--- src/rtl/spi_xfer_scheduler.sv ---
`default_nettype none
// ============================================================================
// Module   : spi_xfer_scheduler
// Brief    : Round-robin scheduler between the host CSR command path and the
//            XIP fetch path. Latches the winning frame descriptor, launches the
//            frame decoder and then the serial shifter, and returns the
//            received word with a per-requester ack. A watchdog aborts hung
//            transfers.
// Revision : 1.0 - initial release
// ============================================================================
module spi_xfer_scheduler #(
    parameter int TO_W      = 10,
    parameter int XIP_NMISO = 32,
    parameter int XIP_DUMMY = 8
) (
    input  logic        clk,
    input  logic        rst,
    // host request
    input  logic        h_valid,
    output logic        h_ready,
    input  logic [7:0]  h_command,
    input  logic [2:0]  h_commandtype,
    input  logic [31:0] h_address,
    input  logic [31:0] h_datain,
    input  logic [6:0]  h_nmisobits,
    input  logic [6:0]  h_ndatatxbits,
    input  logic [3:0]  h_dummy,
    // XIP request
    input  logic        x_valid,
    output logic        x_ready,
    input  logic [31:0] x_address,
    // shared configuration
    input  logic [1:0]  cfg_spimode,
    input  logic [9:0]  cfg_frame_struct,
    input  logic        cfg_dtr_en,
    input  logic        cfg_4byte,
    // latched descriptor to decoder
    output logic [7:0]  command,
    output logic [2:0]  commandtype,
    output logic [31:0] address,
    output logic [31:0] datain,
    output logic [6:0]  nmisobits,
    output logic [6:0]  ndatatxbits,
    output logic [3:0]  dummy_cycles,
    output logic [1:0]  spimode,
    output logic [9:0]  frame_struct,
    output logic        dtr_en,
    output logic        fourbyteaddr_on,
    // decoder handshake
    output logic        setup_start,
    input  logic        build_done,
    input  logic        counters_done,
    // shifter handshake
    output logic        xfer_start,
    output logic        xfer_abort,
    input  logic        xfer_done,
    input  logic [31:0] rx_data,
    // response
    output logic        h_ack,
    output logic        x_ack,
    output logic [31:0] rdata,
    output logic        err,
    output logic        busy
);

    localparam logic [6:0] c_XIP_NMISO = 7'(XIP_NMISO);
    localparam logic [3:0] c_XIP_DUMMY = 4'(XIP_DUMMY);
    localparam logic [2:0] c_XIP_CTYPE = 3'b110;

    typedef enum logic [2:0] {
        ST_IDLE     = 3'd0,
        ST_SETUP    = 3'd1,
        ST_WAIT_CFG = 3'd2,
        ST_LAUNCH   = 3'd3,
        ST_BUSY     = 3'd4,
        ST_RESP     = 3'd5
    } state_t;

    state_t            r_state;
    state_t            w_next;

    logic              r_last_xip;     // last grant; also selects the ack
    logic              r_bd_seen;
    logic              r_cd_seen;
    logic [TO_W-1:0]   r_wd;
    logic              r_err;
    logic [31:0]       r_rdata;

    logic [7:0]        r_command;
    logic [2:0]        r_commandtype;
    logic [31:0]       r_address;
    logic [31:0]       r_datain;
    logic [6:0]        r_nmisobits;
    logic [6:0]        r_ndatatxbits;
    logic [3:0]        r_dummy;
    logic [1:0]        r_spimode;
    logic [9:0]        r_frame_struct;
    logic              r_dtr_en;
    logic              r_4byte;

    logic              w_h_win;
    logic              w_x_win;
    logic              w_timeout;
    logic              w_abort;
    logic              w_cap_rx;
    logic              w_wd_max;

    assign w_wd_max = &r_wd;

    // Next-state logic, arbitration and timeout decisions
    always_comb begin
        w_next    = r_state;
        w_h_win   = 1'b0;
        w_x_win   = 1'b0;
        w_timeout = 1'b0;
        w_abort   = 1'b0;
        w_cap_rx  = 1'b0;
        case (r_state)
            ST_IDLE: begin
                // On a tie the requester that did not win last time goes first
                w_h_win = h_valid && (!x_valid || r_last_xip);
                w_x_win = x_valid && !w_h_win;
                if (w_h_win || w_x_win) begin
                    w_next = ST_SETUP;
                end
            end
            ST_SETUP: begin
                w_next = ST_WAIT_CFG;
            end
            ST_WAIT_CFG: begin
                // A flag arriving this cycle counts as captured already
                if ((r_bd_seen || build_done) && (r_cd_seen || counters_done)) begin
                    w_next = ST_LAUNCH;
                end else if (w_wd_max) begin
                    w_timeout = 1'b1;
                    w_next    = ST_RESP;
                end
            end
            ST_LAUNCH: begin
                w_next = ST_BUSY;
            end
            ST_BUSY: begin
                // A completion in the last watchdog cycle still wins
                if (xfer_done) begin
                    w_cap_rx = 1'b1;
                    w_next   = ST_RESP;
                end else if (w_wd_max) begin
                    w_timeout = 1'b1;
                    w_abort   = 1'b1;
                    w_next    = ST_RESP;
                end
            end
            ST_RESP: begin
                w_next = ST_IDLE;
            end
            default: begin
                w_next = ST_IDLE;
            end
        endcase
    end

    // State register
    always_ff @(posedge clk or posedge rst) begin
        if (rst) begin
            r_state <= ST_IDLE;
        end else begin
            r_state <= w_next;
        end
    end

    // Grant pointer and descriptor capture on the accepting handshake
    always_ff @(posedge clk or posedge rst) begin
        if (rst) begin
            r_last_xip     <= 1'b1;
            r_command      <= '0;
            r_commandtype  <= '0;
            r_address      <= '0;
            r_datain       <= '0;
            r_nmisobits    <= '0;
            r_ndatatxbits  <= '0;
            r_dummy        <= '0;
            r_spimode      <= '0;
            r_frame_struct <= '0;
            r_dtr_en       <= 1'b0;
            r_4byte        <= 1'b0;
        end else if (w_h_win || w_x_win) begin
            r_last_xip     <= w_x_win;
            r_spimode      <= cfg_spimode;
            r_frame_struct <= cfg_frame_struct;
            r_dtr_en       <= cfg_dtr_en;
            r_4byte        <= cfg_4byte;
            if (w_h_win) begin
                r_command     <= h_command;
                r_commandtype <= h_commandtype;
                r_address     <= h_address;
                r_datain      <= h_datain;
                r_nmisobits   <= h_nmisobits;
                r_ndatatxbits <= h_ndatatxbits;
                r_dummy       <= h_dummy;
            end else begin
                r_command     <= '0;
                r_commandtype <= c_XIP_CTYPE;
                r_address     <= x_address;
                r_datain      <= '0;
                r_nmisobits   <= c_XIP_NMISO;
                r_ndatatxbits <= '0;
                r_dummy       <= c_XIP_DUMMY;
            end
        end
    end

    // Sticky decoder-done flags and the saturating watchdog
    always_ff @(posedge clk or posedge rst) begin
        if (rst) begin
            r_bd_seen <= 1'b0;
            r_cd_seen <= 1'b0;
            r_wd      <= '0;
        end else begin
            case (r_state)
                ST_SETUP: begin
                    r_bd_seen <= 1'b0;
                    r_cd_seen <= 1'b0;
                    r_wd      <= '0;
                end
                ST_WAIT_CFG: begin
                    if (build_done) begin
                        r_bd_seen <= 1'b1;
                    end
                    if (counters_done) begin
                        r_cd_seen <= 1'b1;
                    end
                    if (!w_wd_max) begin
                        r_wd <= r_wd + TO_W'(1);
                    end
                end
                ST_LAUNCH: begin
                    r_wd <= '0;
                end
                ST_BUSY: begin
                    if (!w_wd_max) begin
                        r_wd <= r_wd + TO_W'(1);
                    end
                end
                default: begin
                end
            endcase
        end
    end

    // Response word and error flag; err lives only through the ack cycle
    always_ff @(posedge clk or posedge rst) begin
        if (rst) begin
            r_rdata <= '0;
            r_err   <= 1'b0;
        end else begin
            if (w_cap_rx) begin
                r_rdata <= rx_data;
            end else if (w_timeout) begin
                r_rdata <= '0;
                r_err   <= 1'b1;
            end
            if (r_state == ST_RESP) begin
                r_err <= 1'b0;
            end
        end
    end

    assign h_ready         = w_h_win;
    assign x_ready         = w_x_win;
    assign setup_start     = (r_state == ST_SETUP);
    assign xfer_start      = (r_state == ST_LAUNCH);
    assign xfer_abort      = w_abort;
    assign h_ack           = (r_state == ST_RESP) && !r_last_xip;
    assign x_ack           = (r_state == ST_RESP) && r_last_xip;
    assign busy            = (r_state != ST_IDLE);
    assign rdata           = r_rdata;
    assign err             = r_err;

    assign command         = r_command;
    assign commandtype     = r_commandtype;
    assign address         = r_address;
    assign datain          = r_datain;
    assign nmisobits       = r_nmisobits;
    assign ndatatxbits     = r_ndatatxbits;
    assign dummy_cycles    = r_dummy;
    assign spimode         = r_spimode;
    assign frame_struct    = r_frame_struct;
    assign dtr_en          = r_dtr_en;
    assign fourbyteaddr_on = r_4byte;

endmodule
`default_nettype wire
--- config.mk ---
export PLATFORM = sky130hd
export DESIGN_NAME = spi_xfer_scheduler
export DESIGN_NICKNAME = d
export VERILOG_FILES = /design/src/rtl/spi_xfer_scheduler.sv
export SDC_FILE = /design/constraint.sdc
export NUM_CORES = 1
export LEC_CHECK = 0
export CAP_MARGIN = 20
export CORE_MARGIN = 10
export CORE_UTILIZATION = 41
export CTS_BUF_LIST = sky130_fd_sc_hd__clkbuf_8
export CTS_CLUSTER_SIZE = 25
export DETAILED_ROUTE_END_ITERATION = 16
export PLACE_DENSITY = 0.89
export REMOVE_ABC_BUFFERS = 1
export SLEW_MARGIN = 25
export SYNTH_ARGS = -nofsm -noshare
export SYNTH_HDL_FRONTEND = slang
export SYNTH_SLANG_ARGS = --single-unit
--- constraint.sdc ---
create_clock -name clk -period 6.9 [get_ports clk]
set_input_delay 1.38 -clock clk [delete_from_list [all_inputs] [get_ports clk]]
set_output_delay 1.38 -clock clk [all_outputs]
set_load 0.005 [all_outputs]
==> metrics.csv, run 1 <==
stage,metric,value,unit
outcome,status,"complete, no violations",
timing,clock skew,9.68,ps
synth,yosys warns,0,
hold_path,Hold Startpoint,frame_struct[5],
floorplanning,Die H,143,um
timing,Tmin final,4500,ps
pwr,Flop pwr share,37.0,%
timing,Slew @ Worst Pin,985,ps
pwr,Pwr Total,4380,uW
synth,sequential fraction of the synthesis area,62.7,%
clock_tree,root buffer cell,clkbuf_8,
layout,final std cells w/o fill,1009,
worst_setup_path,worst setup path startpoint,h_valid,
timing,Max Slew Vio Count,0,
pwr,Int Pwr,2910,uW
routing,TritonRoute pass-1 iters,6,
synth,Avg Inst Size Synth,12.7,um^2
worst_setup_path,Setup CP Type,primary input to output port,
synth,Synth Cell Area,6230,um^2
timing,fmax,222,MHz
pwr,Sw Ratio,33.7,%
floorplanning,IO Pins,326,
clock_tree,post-CTS sizing,0,
grt,first-pass GRT wire length,34.5,mm
synth,ys flop type,dfrtp_1,
synth,leading post-synthesis cells by cell area,"dfrtp_1 (62%), a22o_1 (13%), a221o_1 (5.1%)",
worst_setup_path,CP Capture Type,output port,
place,routability cong.,0.818,
layout,"commonest non-fill, non-tap cell in the layout",clkdlybuf4s50_1,
routing,antenna-violating nets left,0,
synth,Yosys reg bits,156,
worst_setup_path,Required @ worst endpoint,5520,ps
layout,fin nets,984,
routing,Remaining DRCs,0,
floorplanning,Die X,143,um
place,Cells after DPL,973,
place,DPL Wire Length,17.1,mm
clock_tree,CTS Sinks,156,
synth,Gate Count Post-Synth,492,
pwr,power per cell area,436,nW/um^2
clock_tree,number of CTS-inserted buffers,17,
worst_setup_path,Worst Path Arrival,3120,ps
floorplanning,row count,45,
grt,vias in the first global route,5978,
clock_tree,CTS tree,done,
hold_path,Hold Crit Class,flip-flop to flip-flop,
pwr,worst vdd ir,363,uV
routing,mean routed wirelength per cell,22.8,um
clock_tree,H-tree Lvls,4,
grt,Tot GR Track Use,21.7,%
timing,period utilization,65.2,%
pwr,Clk network pwr share,16.3,%
synth,"area leader, netlist",dfrtp_1,
timing,Final WS setup,2400,ps
timing,endpoints failing setup,0,
synth,top-area cell type share of the netlist area,62.2,%
run,max cap viols,0,
pwr,power share of the combinational group,46.7,%
place,Port Buf Inserts,325,
routing,Via Count,5513,
grt,total gr overflow,0,
synth,Yosys cell types,47,
routing,Post-Route WL,23.0,mm
grt,initial antenna violation count,2,
pwr,LEAKAGE,0.00448,uW
synth,ys async rst share,100,%
floorplanning,Floorplan Core Area,15000,um^2
worst_setup_path,worst-path maximum fanout,37,
clock_tree,post-CTS setup buffers,0,
routing,initial drt markers,375,
layout,Final Core Density,66.8,%
clock_tree,Clock transition at path regs,90,ps
worst_setup_path,Worst setup SP type,primary input,
clock_tree,"Hold-fix buffers, CTS",0,
clock_tree,Worst-Skew Late Latency,430,ps
layout,"commonest cells after routing, fill and taps aside","clkdlybuf4s50_1 (325), dfrtp_1 (155), a22o_1 (89), nand2_1 (54), and3_1 (36)",
place,pre-CTS setup slack,2400,ps
floorplanning,DIE AREA,20500,um^2
pwr,Psw,1480,uW
layout,share of cells above drive strength 1,6.48,%
floorplanning,Starting Density,41.5,%
synth,Post-synth EDFFs,0,
grt,largest net degree at the start of global routing,92,
timing,Slew Limit Headroom,34.3,%
timing,Final Hold Viols,0,
clock_tree,CTS max path bufs,2,
layout,Area Growth Syn to Fin,61.2,%
worst_setup_path,worst reg2reg startpoint,r_state[1],
routing,Vias/cell,5.46,
timing,Fin Setup TNS,0,ps
timing,RSZ-0062 raised after global routing,false,
## through the flow
step | area (um^2) | hold slack [ps]
6_report | 10000 | 484
3_5_place_dp | 9590 | 462
2_1_floorplan | 6040 | 460
5_1_grt | 10000 | 520
4_1_cts | 10000 | 483
3_3_place_gp | 9590 | 459
## final cells by class
| cell class | count | area [um^2] |
|---|---|---|
| clock inverters | 13 | 156 |
| inverters | 6 | 27.5 |
| flip-flops and latches | 156 | 3910 |
| fillers | 1112 | 4990 |
| well taps | 188 | 235 |
| diodes | 3 | 7.51 |
| multi-input cells | 292 | 2130 |
| clock buffers | 19 | 262 |
| repair buffers | 332 | 3330 |
## cells by family after synthesis
logic type	after synthesis	share of synthesized area (%)
AOI/OAI and AO/OA	163	22.4
adders and majority gates	1	0.201
buffers and inverters	44	3.37
DFF	156	62.7
muxes	2	0.321
and+or+nand+nor	126	11.1
## synthesized netlist by cell type, types with 2 or more instances
library cell  instances
dfrtp_1             155
a221o_1              32
nand3_1               2
buf_6                 3
and2_1                2
and3_1               36
or4_1                 2
nand2b_1              6
clkbuf_1             17
buf_2                18
o22ai_1               3
a21oi_1              10
nor4_1                2
nor3_1                3
mux2i_1               2
nor2_1                7
nor3_4                2
nand2_1              54
inv_1                 5
o22a_1                5
o21ai_1               2
a31oi_1               2
nand4_1               4
a22o_1               89
o31ai_1               2
o21ai_0               6
## layer usage
| layer | wire length, um | part of all wire [%] | vias to the layer above | global-route usage, % |
|---|---|---|---|---|
| li1 | - | - | 2502 | - |
| met3 | 2430 | 11 | 14 | 10.9 |
| met1 | 8540 | 37 | 2756 | 23.5 |
| met5 | 0 | 0 | - | 0 |
| met2 | 11900 | 52 | 241 | 37.3 |
| met4 | 168 | 0.73 | 0 | 4.46 |
## power by group through the flow
| stage | Combinational, uW | Sequential [uW] | Clock [uW] |
|---|---|---|---|
| 3_3_place_gp | 1990 | 1610 | 0 |
| 5_1_grt | 2210 | 1670 | 763 |
| 6_report | 2050 | 1620 | 713 |
| 3_5_place_dp | 2050 | 1620 | 0 |
| 2_1_floorplan | 784 | 1620 | 0 |
| 4_1_cts | 2060 | 1620 | 726 |
## worst paths after layout
check                             endpoint  slack (ps)  cells after the start
hold reg to reg            frame_struct[5]         480                      2
setup / recovery                   h_ready        2400                      4
setup reg to reg               address[19]        4140                      5
min in group asynchronous        rdata[29]        1510                      2
hold / removal             frame_struct[5]         480                      2
max in group asynchronous      address[30]        3970                      3
## worst max-delay path: stages
cell and delay (ps):
clkdlybuf4s50_1 650, nand3_4 400, inv_2 150, clkdlybuf4s50_1 520
## state kept, by name, indices dropped and copies added, names as in the netlist, 2 cells and up
| signal | count |
|---|---|
| command | 8 |
| dummy_cycles | 4 |
| rdata | 32 |
| r_wd | 10 |
| frame_struct | 10 |
| nmisobits | 7 |
| address | 32 |
| spimode | 2 |
| datain | 32 |
| r_state | 3 |
| ndatatxbits | 7 |
| commandtype | 3 |
No activity file was read; power rests on OpenSTA's default activity.
==> inputs of run 2 (changes only) <==
Settings changed: CORE_UTILIZATION 41 to 37, PLACE_DENSITY 0.89 to 0.85.
Clock period 6.9 ns to 4.1 ns, I/O delays scaled along.
==> metrics.csv, run 2 (synthesis gave the netlist of run 1 again) <==
stage,metric,value,unit,change
outcome,status,"complete, no violations",,
worst_setup_path,Worst Path Arrival,2400,ps,-720 ps
layout,Antenna diodes,0,,-3
grt,vias in the first global route,5804,,-2.9%
worst_setup_path,"critical path, cell by cell",inv_1 -> nor2_1 -> and2_1 -> clkdlybuf4s50_1,,
worst_setup_path,"delay-heaviest family, CP",buffers and inverters,,
layout,fill count,1311,,+18%
run,max cap viols,0,,unchanged
routing,Vias/cell,5.26,,-3.7%
timing,Slew Limit Headroom,52.6,%,+18 points
timing,RSZ-0062 raised after global routing,false,,
routing,mean routed wirelength per cell,21.8,um,-4.6%
grt,met1 Use GR,22.2,%,-1.3 points
grt,routing usage on met3,9.27,%,-1.7 points
worst_setup_path,CP Capture Type,output port,,
clock_tree,CTS Sinks,156,,unchanged
floorplanning,Starting Density,37.7,%,-3.7 points
timing,Slew @ Worst Pin,711,ps,-274 ps
floorplanning,IO Pins,326,,unchanged
layout,"commonest cells after routing, fill and taps aside","clkdlybuf4s50_1 (325), dfrtp_1 (155), a22o_1 (89), nand2_1 (54), and3_1 (36)",,
grt,GRT Max-Usage Layer,met2,,
timing,Tmin final,3220,ps,
routing,Via Count,5471,,-0.76%
worst_setup_path,max incr delay on CP,700,ps,+50 ps
pwr,worst vdd ir,388,uV,+7.0%
clock_tree,post-CTS setup buffers,0,,unchanged
clock_tree,number of CTS-inserted buffers,17,,unchanged
clock_tree,Worst-Skew Late Latency,450,ps,+20 ps
clock_tree,CTS tree,done,,
pwr,Pwr Total,7350,uW,+68%
worst_setup_path,CP max stage cell,dfrtp_1,,
place,routability cong.,0.868,,+6.1%
timing,period utilization,78.5,%,
clock_tree,CTS max path bufs,2,,unchanged
layout,"commonest non-fill, non-tap cell in the layout",clkdlybuf4s50_1,,
timing,fmax,311,MHz,
clock_tree,"Hold-fix buffers, CTS",0,,unchanged
floorplanning,Die H,150,um,+4.5%
place,DPL Wire Length,16.7,mm,-2.4%
timing,Max Slew Vio Count,0,,unchanged
clock_tree,post-CTS sizing,0,,unchanged
routing,Remaining DRCs,0,,unchanged
grt,largest net degree at the start of global routing,96,,+4.3%
floorplanning,Floorplan Core Area,16500,um^2,+9.9%
routing,antenna-violating nets left,0,,unchanged
worst_setup_path,Worst setup SP type,flip-flop,,
worst_setup_path,worst reg2reg startpoint,r_state[1],,
pwr,LEAKAGE,0.00449,uW,+0.30%
layout,Area Growth Syn to Fin,61.9,%,
routing,TritonRoute pass-1 iters,6,,unchanged
grt,met2 usage,30.3,%,-7.0 points
floorplanning,DIE AREA,22400,um^2,+9.3%
layout,Final Core Density,61.1,%,-5.8 points
clock_tree,root buffer cell,clkbuf_8,,
layout,share of cells above drive strength 1,6.71,%,+0.23 points
hold_path,Hold Crit Class,flip-flop to flip-flop,,
grt,first-pass GRT wire length,33.6,mm,-2.4%
worst_setup_path,worst-path maximum fanout,13,,-65%
layout,Seq. cell area,3910,um^2,unchanged
timing,endpoints failing setup,0,,unchanged
floorplanning,Die X,150,um,+4.5%
timing,Final Hold Viols,0,,unchanged
worst_setup_path,"Buf+Inv Stages, Crit Path",2,,-1
floorplanning,row count,47,,+4.4%
worst_setup_path,worst setup path startpoint,r_state[0],,
timing,Fin Hold WS,481,ps,-2.22 ps
clock_tree,Clock transition at path regs,90,ps,about the same
worst_setup_path,Required @ worst endpoint,3280,ps,-2240 ps
clock_tree,H-tree Lvls,4,,unchanged
pwr,power per cell area,728,nW/um^2,+67%
timing,clock skew,7.13,ps,-2.55 ps
hold_path,Hold Startpoint,spimode[1],,
place,Port Buf Inserts,325,,unchanged
layout,multi-input logic area,2130,um^2,unchanged
worst_setup_path,Setup CP Type,flip-flop to output port,,
routing,Post-Route WL,22.7,mm,-1.7%
grt,total gr overflow,0,,unchanged
grt,initial antenna violation count,0,,-2
grt,Tot GR Track Use,19.2,%,-2.4 points
layout,fin nets,986,,+0.20%
routing,initial drt markers,331,,-12%
-- run 2: cell count changes in the layout (fill, tap and decap cells not counted), sizes merged --
cell,delta
diode,-3
buf,+2
clkinv,+2
clkbuf,-1
clkinvlp,-1
-- run 2: path summary, 6_finish.rpt --
path | depth (start not counted) | endpoint | slack [ps]
max in group asynchronous | 3 | command[5] | 2450
min in group asynchronous | 2 | rdata[13] | 820
worst min register to register | 2 | spimode[1] | 480
worst min-delay path | 2 | spimode[1] | 480
worst max-delay path | 4 | xfer_start | 880
worst max register to register | 6 | address[18] | 1530
-- run 2: worst register-to-register path, cell delays in order, from the launching register on --
cell and delay, ps:
dfrtp_1 610, nor3_4 440, nand3_4 140, inv_2 100, buf_4 300, buf_4 610, a221o_1 310
-- run 2: metrics by stage --
stage / cells / instance area [um^2] / setup slack, ps / setup TNS (ps)
after floorplan: 454 / 6040 / -925 / -207520
after global placement: 1008 / 9680 / 941 / 0
after detailed placement: 1008 / 9680 / 935 / 0
after CTS: 1040 / 10100 / 849 / 0
after global routing: 1040 / 10100 / 708 / 0
final: 1040 / 10100 / 881 / 0
-- run 2: per-layer routing --
layer | vias to the layer above | share of wire, %
met2 | 269 | 48
met4 | 0 | 2.9
li1 | 2504 | -
met3 | 42 | 11
met1 | 2656 | 39
met5 | - | 0
-- run 2: area by class of cell --
type                            instances  share of cell area, %
Clock inverter                         14                   1.60
Inverter                                6                  0.273
Multi-Input combinational cell        292                   21.1
Timing Repair Buffer                  334                   33.2
Tap cell                              220                   2.73
Sequential cell                       156                   38.7
Clock buffer                           18                   2.46
-- run 2: power by group --
group	internal [uW]	leakage, uW	total (uW)	switching [uW]
clock network	572	0.000201	1200	631
logic	2050	0.00235	3430	1380
registers	2250	0.00194	2720	470
==> inputs of run 3 (changes only) <==
Clock period 4.1 ns to 2.66 ns, I/O delays scaled along.
==> metrics.csv, run 3 (synthesis gave the netlist of run 1 again) <==
stage,metric,value,unit,change
layout,final std cells w/o fill,1050,,+0.96%
routing,TritonRoute pass-1 iters,7,,+1
pwr,LEAKAGE,0.00460,uW,+2.4%
floorplanning,Floorplan Core Area,16500,um^2,unchanged
routing,antenna-violating nets left,0,,unchanged
floorplanning,Die X,150,um,unchanged
floorplanning,Die H,150,um,unchanged
run,max cap viols,0,,unchanged
floorplanning,row count,47,,unchanged
place,Area after DPL,9770,um^2,+0.96%
clock_tree,root buffer cell,clkbuf_8,,
worst_setup_path,Worst Reg-to-Reg Cells,5,,-1
timing,Slew @ Worst Pin,1010,ps,+299 ps
clock_tree,Clock transition at path regs,90,ps,about the same
grt,initial antenna violation count,0,,unchanged
layout,Area Growth Syn to Fin,63.8,%,
clock_tree,CTS Sinks,156,,unchanged
routing,Vias/cell,5.27,,+0.17%
timing,period utilization,95.8,%,
layout,"commonest non-fill, non-tap cell in the layout",clkdlybuf4s50_1,,
routing,Via Count,5533,,+1.1%
worst_setup_path,FF-to-FF setup slack,600,ps,-930 ps
clock_tree,CTS tree,done,,
layout,fill count,1267,,-3.4%
timing,Slew Limit Headroom,32.6,%,-20 points
layout,Antenna diodes,0,,unchanged
layout,fin nets,996,,+1.0%
outcome,status,"complete, no violations",,
place,Port Buf Inserts,325,,unchanged
worst_setup_path,Required @ worst endpoint,2130,ps,-1150 ps
timing,clock skew,15.7,ps,+8.59 ps
grt,vias in the first global route,5816,,+0.21%
clock_tree,Worst-Skew Late Latency,450,ps,about the same
routing,initial drt markers,368,,+11%
worst_setup_path,FF-to-FF End,datain[15],,
grt,Tot GR Track Use,19.6,%,+0.40 points
timing,RSZ-0062 raised after global routing,false,,
clock_tree,H-tree Lvls,4,,unchanged
worst_setup_path,Setup CP Type,flip-flop to output port,,
routing,mean routed wirelength per cell,21.7,um,-0.39%
grt,first-pass GRT wire length,34.3,mm,+2.1%
routing,Remaining DRCs,0,,unchanged
worst_setup_path,Worst setup SP type,flip-flop,,
hold_path,Hold Crit Class,primary input to async pin,,
layout,"commonest cells after routing, fill and taps aside","clkdlybuf4s50_1 (322), dfrtp_1 (153), a22o_1 (89), nand2_1 (54), and3_1 (36)",,
pwr,power per cell area,1120,nW/um^2,+54%
clock_tree,CTS max path bufs,2,,unchanged
timing,Fin Hold WS,474,ps,-7.78 ps
timing,fmax,392,MHz,
clock_tree,"Hold-fix buffers, CTS",0,,unchanged
worst_setup_path,worst-path maximum fanout,15,,+2
worst_setup_path,CP Capture Type,output port,,
place,DPL Wire Length,16.7,mm,+0.13%
timing,Tmin final,2550,ps,
timing,Max Slew Vio Count,0,,unchanged
layout,Final Core Density,61.8,%,+0.73 points
routing,Post-Route WL,22.8,mm,+0.57%
layout,share of cells above drive strength 1,8.31,%,+1.6 points
floorplanning,DIE AREA,22400,um^2,unchanged
floorplanning,IO Pins,326,,unchanged
worst_setup_path,Worst Path Arrival,2020,ps,-380 ps
timing,endpoints failing setup,0,,unchanged
timing,Final WS setup,111,ps,-770 ps
place,Cells after DPL,1017,,+0.89%
place,routability cong.,0.912,,+5.1%
floorplanning,Starting Density,37.7,%,unchanged
worst_setup_path,worst reg2reg startpoint,r_state[0],,
timing,Final Hold Viols,0,,unchanged
pwr,worst vdd ir,542,uV,+40%
clock_tree,number of CTS-inserted buffers,17,,unchanged
layout,Final Cell Area,10200,um^2,+1.2%
place,pre-CTS setup slack,192,ps,-742 ps
grt,largest net degree at the start of global routing,90,,-6.3%
grt,total gr overflow,0,,unchanged
run 3: worst max-delay path, cell delays in order, from the launching register on:
cell	delay [ps]
dfrtp_1	420
buf_4	210
nand2b_1	210
nor3_1	170
clkdlybuf4s50_1	560
run 3: layout make-up:
class                      count  area, um^2  share of cell area (%)
clock buffer                  22         303                    2.97
clock inverter                10         103                    1.00
inverter                       6        27.5                   0.270
multi-input combinational    292        2140                    21.0
sequential                   156        3910                    38.3
tap                          220         275                    2.70
timing repair buffer         344        3450                    33.8
run 3: how the worst max path moves through the flow:
stage / startpoint / to / slack (ps) / cells past startpoint
6_report: r_state[1] / h_ack / 110 / 4
5_1_grt: r_state[0] / x_ready / 2 / 4
4_1_cts: r_state[0] / h_ready / 40 / 4
3_5_place_dp: x_valid / h_ready / 190 / 5
3_3_place_gp: x_valid / h_ready / 190 / 5
2_1_floorplan: rst / address[0] / -2080 / 1
run 3: what timing repair did:
item / in CTS / in global routing
pin swaps: 2 / 0
setup endpoints to repair: 4 / 4
setup buffers: 1 / 0
gates resized for setup: 3 / 5
run 3: stage by stage:
step	power, uW	TNS, ps
floorplan	6240	-505660
global placement	9520	0
detailed placement	9650	0
CTS	11500	0
global route	12100	0
finish	11400	0
run 3: where the power goes:
group	leakage [uW]	internal [uW]	switching [uW]	total, uW
combinational	0.00246	3250	2250	5500
clock	0.000202	878	930	1810
sequential	0.00194	3470	658	4130
total	0.00460	7600	3840	11400
run 3: routing by layer:
layer / GRT usage, % / up-vias / share of wire [%]
met3: 9.27 / 28 / 11
li1: - / 2520 / -
met5: 0 / - / 0
met1: 22.8 / 2698 / 38
met4: 5.34 / 0 / 1.3
met2: 32.0 / 287 / 49
